### config.mk
export PLATFORM = sky130hd
export DESIGN_NAME = uart_tx_fifo_feeder
export DESIGN_NICKNAME = d
export VERILOG_FILES = /design/src/rtl/uart_tx_fifo_feeder.sv
export SDC_FILE = /design/constraint.sdc
export NUM_CORES = 1
export LEC_CHECK = 0
export BUFFER_PORTS_ARGS = -buffer_cell sky130_fd_sc_hd__buf_4
export CORE_MARGIN = 2
export CORE_UTILIZATION = 32
export DETAILED_ROUTE_END_ITERATION = 8
export HOLD_SLACK_MARGIN = 0.06
export MAX_ROUTING_LAYER = met4
export SYNTH_ARGS = -nofsm -noshare
export SYNTH_HDL_FRONTEND = slang
export SYNTH_SLANG_ARGS = --single-unit
export TNS_END_PERCENT = 10
### constraint.sdc
create_clock -name clk -period 3.7 [get_ports clk]
set_input_delay 0.74 -clock clk [delete_from_list [all_inputs] [get_ports clk]]
set_output_delay 0.74 -clock clk [all_outputs]
set_load 0.01 [all_outputs]
### src/rtl/uart_tx_fifo_feeder.sv
// rtl/uart_tx_fifo_feeder.sv - byte FIFO feeding a UART transmitter over a start/done handshake
// Optional build macro: UART_TXF_STATS_EN (adds sent_cnt and ovf outputs)

module uart_tx_fifo_feeder #(
    parameter int DATA_W = 8,
    parameter int DEPTH  = 16,
    parameter int AW     = 4
) (
    input  logic              clk,
    input  logic              rst,
    input  logic [DATA_W-1:0] s_data,
    input  logic              s_valid,
    output logic              s_ready,
    output logic [DATA_W-1:0] tx_data,
    output logic              tx_start,
    input  logic              tx_done,
    output logic [AW:0]       count,
    output logic              full,
    output logic              empty
`ifdef UART_TXF_STATS_EN
    ,
    output logic [15:0]       sent_cnt,
    output logic              ovf
`endif
);

    localparam logic [AW:0] FULL_CNT = (AW+1)'(DEPTH);

    typedef enum logic [1:0] {
        ST_IDLE = 2'd0,
        ST_BUSY = 2'd1,
        ST_GAP  = 2'd2
    } state_t;

    state_t            state_q, state_d;
    logic [AW-1:0]     wr_ptr_q, wr_ptr_d;
    logic [AW-1:0]     rd_ptr_q, rd_ptr_d;
    logic [AW:0]       count_q, count_d;
    logic [DATA_W-1:0] tx_data_q, tx_data_d;
    logic              tx_start_q, tx_start_d;
    logic              tx_done_q, tx_done_d;
    logic [DATA_W-1:0] mem_q [DEPTH];

    logic push;
    logic pop;
    logic done_rise;

    // Status flags come from the registered occupancy only, so s_ready never
    // depends combinationally on a same-cycle pop: a full FIFO refuses writes.
    assign full      = (count_q == FULL_CNT);
    assign empty     = (count_q == '0);
    assign s_ready   = ~full;
    assign count     = count_q;
    assign tx_data   = tx_data_q;
    assign tx_start  = tx_start_q;
    assign push      = s_valid & s_ready;
    assign done_rise = tx_done & ~tx_done_q;

    // FSM state register
    always_ff @(posedge clk) begin
        if (rst) begin
            state_q <= ST_IDLE;
        end else begin
            state_q <= state_d;
        end
    end

    // FSM next-state: launch when data waits, finish on a fresh done edge, then one idle gap
    always_comb begin
        state_d = state_q;
        case (state_q)
            ST_IDLE: if (!empty)   state_d = ST_BUSY;
            ST_BUSY: if (done_rise) state_d = ST_GAP;
            ST_GAP:                state_d = ST_IDLE;
            default:               state_d = ST_IDLE;
        endcase
    end

    // FSM outputs: pop strobe and the next values of the UART-facing registers
    always_comb begin
        pop        = 1'b0;
        tx_start_d = tx_start_q;
        tx_data_d  = tx_data_q;
        case (state_q)
            ST_IDLE: begin
                if (!empty) begin
                    pop        = 1'b1;
                    tx_start_d = 1'b1;
                    tx_data_d  = mem_q[rd_ptr_q];
                end
            end
            ST_BUSY: begin
                if (done_rise) begin
                    tx_start_d = 1'b0;
                end
            end
            ST_GAP: begin
                tx_start_d = 1'b0;
            end
            default: begin
                tx_start_d = 1'b0;
            end
        endcase
    end

    // Pointer, occupancy and done-edge next values; DEPTH is a power of two so pointers wrap naturally
    always_comb begin
        wr_ptr_d  = wr_ptr_q;
        rd_ptr_d  = rd_ptr_q;
        count_d   = count_q;
        tx_done_d = tx_done;
        if (push) begin
            wr_ptr_d = wr_ptr_q + 1'b1;
        end
        if (pop) begin
            rd_ptr_d = rd_ptr_q + 1'b1;
        end
        case ({push, pop})
            2'b10:   count_d = count_q + 1'b1;
            2'b01:   count_d = count_q - 1'b1;
            default: count_d = count_q;
        endcase
    end

    // Datapath registers; reset discards buffered data by clearing the pointers
    always_ff @(posedge clk) begin
        if (rst) begin
            wr_ptr_q   <= '0;
            rd_ptr_q   <= '0;
            count_q    <= '0;
            tx_data_q  <= '0;
            tx_start_q <= 1'b0;
            tx_done_q  <= 1'b0;
        end else begin
            wr_ptr_q   <= wr_ptr_d;
            rd_ptr_q   <= rd_ptr_d;
            count_q    <= count_d;
            tx_data_q  <= tx_data_d;
            tx_start_q <= tx_start_d;
            tx_done_q  <= tx_done_d;
        end
    end

    // Storage array: written on accepted pushes, contents need no reset
    always_ff @(posedge clk) begin
        if (push) begin
            mem_q[wr_ptr_q] <= s_data;
        end
    end

`ifdef UART_TXF_STATS_EN
    logic [15:0] sent_cnt_q, sent_cnt_d;
    logic        ovf_q, ovf_d;

    assign sent_cnt = sent_cnt_q;
    assign ovf      = ovf_q;

    // Statistics next values: completed frames (wrapping) and sticky write-while-full
    always_comb begin
        sent_cnt_d = sent_cnt_q;
        ovf_d      = ovf_q | (s_valid & full);
        if ((state_q == ST_BUSY) && done_rise) begin
            sent_cnt_d = sent_cnt_q + 16'd1;
        end
    end

    // Statistics registers
    always_ff @(posedge clk) begin
        if (rst) begin
            sent_cnt_q <= '0;
            ovf_q      <= 1'b0;
        end else begin
            sent_cnt_q <= sent_cnt_d;
            ovf_q      <= ovf_d;
        end
    end
`endif

endmodule

==> results of run 1 <==
through the flow:
| stage | cells | hold slack, ns | setup WS, ns | instance area, um2 |
|---|---|---|---|---|
| after global routing | 716 | 0.512 | 0.565 | 7230 |
| after global placement | 684 | 0.440 | 0.673 | 6670 |
| final | 716 | 0.480 | 0.762 | 7230 |
| after floorplan | 413 | 0.424 | 0.871 | 6210 |
| after CTS | 716 | 0.479 | 0.767 | 7230 |
| after detailed placement | 684 | 0.463 | 0.600 | 6670 |
sequential cells by signal, summed over array words and instances, names as in the netlist:
signal and cells:
tx_data 8, tx_done_q 1, state_q 2, count 5, wr_ptr_q 4, mem_q 128
rd_ptr_q 4
cells in the mapped netlist, drive strengths merged (2+ instances only):
| library cell | number | area (um2) |
|---|---|---|
| xnor2 | 2 | 17.5 |
| buf | 17 | 109 |
| or3b | 2 | 17.5 |
| nand2b | 5 | 31.3 |
| o21ai | 8 | 40.0 |
| nand2 | 11 | 41.3 |
| a31oi | 2 | 12.5 |
| mux4 | 2 | 45.0 |
| ha | 8 | 100 |
| o32ai | 2 | 17.5 |
| nor2b | 4 | 25.0 |
| and3 | 3 | 18.8 |
| mux2 | 2 | 22.5 |
| dfxtp | 24 | 480 |
| o211ai | 4 | 43.8 |
| a311oi | 8 | 70.1 |
| mux2i | 63 | 631 |
| nor3 | 8 | 40.0 |
| o22ai | 22 | 138 |
| nor2 | 43 | 161 |
| a21boi | 2 | 18.8 |
| nor4 | 2 | 18.8 |
| nand3 | 3 | 15.0 |
| inv | 6 | 22.5 |
| edfxtp | 128 | 3840 |
| xor2 | 7 | 61.3 |
| a21oi | 3 | 15.0 |
| nand3b | 2 | 15.0 |
| clkbuf | 7 | 26.3 |
| o221ai | 6 | 52.6 |
layout make-up:
type | instances | area share
Tap cell | 260 | 0.0450
Timing Repair Buffer | 35 | 0.0363
Inverter | 6 | 0.00312
Clock inverter | 11 | 0.0171
Clock buffer | 21 | 0.0609
Sequential cell | 152 | 0.599
Multi-Input combinational cell | 231 | 0.239
logic make-up after synthesis:
group / share of synthesized area
flops: 0.696
simple gates: 0.0671
mux: 0.112
compound gates: 0.0697
buf+inv: 0.0254
xor+xnor: 0.0127
fa+ha+maj: 0.0161
power groups by stage:
stage | logic (mW) | clock network [mW] | registers (mW)
3_3_place_gp | 0.857 | 0 | 2.12
5_1_grt | 0.966 | 1.75 | 2.11
4_1_cts | 0.882 | 1.68 | 2.09
6_report | 0.877 | 1.65 | 2.09
3_5_place_dp | 0.877 | 0 | 2.13
2_1_floorplan | 0.616 | 0 | 2.09
routing by layer:
layer,track usage,vias to the layer above,share of wire
met3,0.0423,19,0.053
met5,-,-,0
met4,0.0470,0,0.017
met1,0.163,1728,0.45
li1,-,1646,-
met2,0.220,78,0.48
critical path: cells and delay by family, from the launching register on:
kind	cells	cell delay (ns)
fa+ha+maj	2	0.57
xor+xnor	1	0.18
compound gates	2	0.61
mux	1	0.35
buf+inv	1	0.13
simple gates	3	0.44
flops	1	0.53
path summary, 6_finish.rpt:
| kind | startpoint | to | slack (ns) | cells past startpoint |
|---|---|---|---|---|
| hold reg to reg | state_q[1] | state_q[0] | 0.48 | 1 |
| setup reg to reg | count[1] | count[4] | 0.76 | 10 |
| setup / recovery | count[1] | count[4] | 0.76 | 10 |
| hold / removal | state_q[1] | state_q[0] | 0.48 | 1 |
==> metrics.csv, run 1 <==
metric;value;unit
DRT antenna net count;0;
layout cells sized above 1;0.160;
most common flop cell mapped by yosys;edfxtp_1;
Clock Skew;0.00553;ns
H-tree Lvls;4;
Root Buffer;clkbuf_16;
row count;50;
max incr delay on CP;0.53;ns
RePlAce Congestion;0.806;
minimum clock period;2.94;ns
mean number of vias per cell;4.85;
most frequent cells in the layout;128 x edfxtp_1, 63 x mux2i_1, 43 x nor2_1;
Via Count;3471;
GR Overflow Total;0;
internal cell power;3.34;mW
core area;18900;um2
Syn-to-layout area delta;16.4;%
slowest cell on the critical path;dfxtp_1;
GRT Total Usage;0.136;
HPWL after detailed placement;8.37;mm
CP endpoint kind;flop;
largest net degree at the start of global routing;37;
hold buffer count at cts;0;
period utilisation layout;0.794;
Worst Hold Class;reg2reg;
Design Power;4.62;mW
Rel. slew slack;0.402;
top-level I/O count;29;
Worst VDD drop;0.314;mV
Starting Density;0.329;
Max-Cap Viols;0;
CP most frequent cell;ha_1;
initial antenna violation count;0;
clock sinks;152;
PortBufs;28;
setup TNS;0;ns
distinct cell type count after synthesis;43;
Sw Share;0.278;
Die Span X;143;um
Syn. warnings;0;
clock power share;0.357;
cell area power density;639;nW/um2
combinational power share;0.190;
Seq pwr share;0.453;
Netlist Area Pre-Place;6210;um2
crit-path cells;nor4_2 -> a21boi_1 -> inv_1 -> ha_1 -> xor2_1 -> ha_1 -> nor4_1 -> nand2_1 -> a31oi_1 -> mux2_2;
highest clock rate;0.340;GHz
Pleak;2.30;nW
run status;completed;
CP Max Fanout;10;
Multi-input gate area;1730;um2
filler instances;1766;
post-synthesis cell count;413;
Routed WL per cell;18.1;um
final-report max-slew violation count;0;
Worst-Margin Slew;0.893;ns
part of the Yosys area used for sequential elements;0.696;
nets@finish;463;
fraction of registers with async set/reset;0;
# resized after CTS;0;
most common cell after layout, fill and taps aside;edfxtp_1;
Mapped Nets;433;
first-pass GRT wire length;19.8;mm
synthesized area per cell;15.0;um2
FF/Latch Area;4330;um2
Hold Vio Cnt, Final;0;
chip height;143;um
CTS clk-pin slew, worst paths;0.06;ns
clk_lat worst skew;0.42;ns
RSZ-0062 raised after global routing;no;
maximum buffer depth of the clock tree;2;
Post-Route Utilization;0.383;
WS Path Type;reg2reg;
EDFF count, synth;128;
Setup Buffers After CTS;0;
# DRC;0;
Req. time, crit path;4.00;ns
initial drt markers;294;
TritonCTS clock tree;yes;
# diodes;0;
CTS buffer count;17;
arrival time worst endpoint;3.24;ns
crit path launch type;flop;
DRT Wirelength;13.0;mm
Sw Pwr;1.29;mW
die area;20500;um2
# setup viols final;0;
Yosys reg bits;152;
Detailed Routing Iterations Pass 1;4;
number of global-route vias before repair;3553;
No activity file was read; power rests on OpenSTA's default activity.
==> inputs of run 2 (changes only) <==
- ABC_AREA: not set -> 1
- clock period: 3.7 -> 2.5 ns (I/O delays scaled with it)
==> run 2 against run 1 <==
  * Maximum frequency grew 35%
  * Synthesized area grew 7.2%
  * Sequential share of layout area shrank 4.6 points
  * Combinational power grew to 2.9 times the previous value
  * Register-to-register slack lost 0.44 ns
  * Clock power grew 61%
  * Count of clock-buffer cells in the layout grew 3
==> metrics.csv, run 2 <==
metric;value;unit
setup TNS;0;ns
PortBufs;28;
Syn. warnings;0;
Pleak;3.35;nW
compound-gate portion of the synthesized area;0.0237;
highest clock rate;0.460;GHz
clk_lat worst skew;0.42;ns
chip height;148;um
initial drt markers;349;
slowest cell on the critical path;dfxtp_1;
largest family of logic cells by synthesized area;simple AND/OR/NAND/NOR gates;
CTS buffer count;17;
post-synthesis adder-cell area fraction;0.0150;
part of the Yosys area used for sequential elements;0.650;
initial antenna violation count;0;
Syn-to-layout area delta;17.7;%
EDFF count, synth;128;
max FFs per register;128;
Root Buffer;clkbuf_16;
Buf+Inv Stages, Crit Path;1;
Yosys top cell by area;edfxtp_1;
layout cells sized above 1;0.119;
delay-heaviest family, CP;simple AND/OR/NAND/NOR gates;
CP endpoint kind;flop;
distinct cell type count after synthesis;22;
crit-path cells;nor2_1 -> nand4_1 -> nand2_2 -> ha_1 -> xor2_1 -> ha_1 -> inv_1 -> nand2_1 -> nand3_1 -> nand2_1 -> nand2_1 -> nand2_1 -> nand2_1 -> a21oi_1;
Worst VDD drop;0.470;mV
Routed WL per cell;15.4;um
maximum buffer depth of the clock tree;2;
Detailed Routing Iterations Pass 1;5;
period utilisation layout;0.870;
GRT Total Usage;0.151;
Simple-Gate Fraction of Synth Area;0.221;
register name with the most flops;mem_q;
most common flop cell mapped by yosys;edfxtp_1;
first-pass GRT wire length;24.3;mm
DRT Wirelength;15.4;mm
CTS clk-pin slew, worst paths;0.06;ns
Mapped Nets;700;
Synth top area share;0.578;
core area;20300;um2
# DRC;0;
Yosys reg bits;152;
Synth area leaders;edfxtp_1 58%, nand2_1 11%, dfxtp_1 7.2%;
DRT antenna net count;0;
Worst-Margin Slew;0.743;ns
most common cell after layout, fill and taps aside;nand2_1;
row count;52;
HPWL after detailed placement;9.44;mm
max incr delay on CP;0.35;ns
run status;completed;
Hold WS;0.327;ns
minimum clock period;2.18;ns
multiplexer share of the synthesized area;0;
Via Count;4503;
clock sinks;152;
Rel. slew slack;0.505;
Max-Cap Viols;0;
die area;22000;um2
CP most frequent cell;nand2_1;
filler instances;1990;
Worst Hold Class;in2reg;
number of global-route vias before repair;4310;
fraction of registers with async set/reset;0;
top-level I/O count;29;
mean number of vias per cell;4.49;
Netlist Area Pre-Place;6650;um2
count leader, synth;nand2_1;
Post-Route Utilization;0.386;
XOR/XNOR share of the synthesized area;0.00790;
# setup viols final;0;
cell area power density;1050;nW/um2
Die Span X;148;um
GR Overflow Total;0;
Hold Vio Cnt, Final;0;
RSZ-0062 raised after global routing;no;
Setup Buffers After CTS;0;
most frequent cells in the layout;199 x nand2_1, 128 x edfxtp_1, 96 x nand3_1;
Req. time, crit path;2.86;ns
Placed Cells;971;
Clock Skew;0.00788;ns
nets@finish;740;
# diodes;0;
crit path launch type;flop;
# resized after CTS;0;
H-tree Lvls;4;
hold buffer count at cts;0;
largest net degree at the start of global routing;67;
synthesized area per cell;9.78;um2
TritonCTS clock tree;yes;
CP Max Fanout;8;
RePlAce Congestion;0.806;
synth cell count leaders;199 x nand2_1, 128 x edfxtp_1, 96 x nand3_1;
post-synthesis cell count;680;
Starting Density;0.328;
WS Path Type;reg2reg;
arrival time worst endpoint;2.53;ns
final-report max-slew violation count;0;
Finished Layout Cells;1003;
==> run 2: worst reg2reg max path, delay by kind of cell (launching register included) <==
family | cells | cell delay [ns]
xor gates and xnor gates | 1 | 0.21
AOI/OAI and AO/OA | 1 | 0.10
and+or+nand+nor | 9 | 0.91
buffers and inverters | 1 | 0.03
DFF | 1 | 0.35
adders and majority gates | 2 | 0.48
==> run 2: final cells by class <==
type	instances	area, um2	area share
clock buffers	24	502	0.0641
clock inverters	8	116	0.0149
well taps	270	338	0.0431
inverters	99	372	0.0475
repair buffers	51	395	0.0505
flip-flops and latches	152	4330	0.552
multi-input cells	399	1780	0.228
==> run 2: power by group <==
group	switching (mW)	internal (mW)	total [mW]
combinational	1.71	0.821	2.53
sequential	0.0979	2.91	3.01
clock	0.967	1.69	2.66
total	2.77	5.43	8.20
==> run 2: logic make-up (layout without fill, tap and decap cells) <==
kind of cell | after synthesis | after routing
xor gates and xnor gates | 6 | 6
AOI/OAI and AO/OA | 31 | 31
DFF | 152 | 152
and+or+nand+nor | 354 | 354
adders and majority gates | 8 | 8
buffers and inverters | 129 | 182
==> run 2: through the flow <==
step	worst slack, ns	instance area, um2	total power, mW
after floorplan	0.419	6650	4.83
after global placement	0.381	7210	5.55
after detailed placement	0.311	7210	5.57
after CTS	0.299	7830	8.25
after global routing	0.0247	7830	8.69
final	0.324	7830	8.20
==> run 2: worst paths after layout <==
path / from / to / slack [ns] / depth (start not counted)
setup / recovery: count[0] / count[4] / 0.32 / 14
hold / removal: tx_done / tx_done_q / 0.33 / 3
setup reg to reg: count[0] / count[4] / 0.32 / 14
hold reg to reg: count[4] / count[4] / 0.53 / 2
==> run 2: metal layers <==
layer | global-route usage | part of all wire | up-vias
li1 | - | - | 2276
met1 | 0.212 | 0.49 | 2120
met2 | 0.216 | 0.45 | 86
met3 | 0.0393 | 0.053 | 21
met4 | 0.0433 | 0.013 | 0
met5 | - | 0 | -
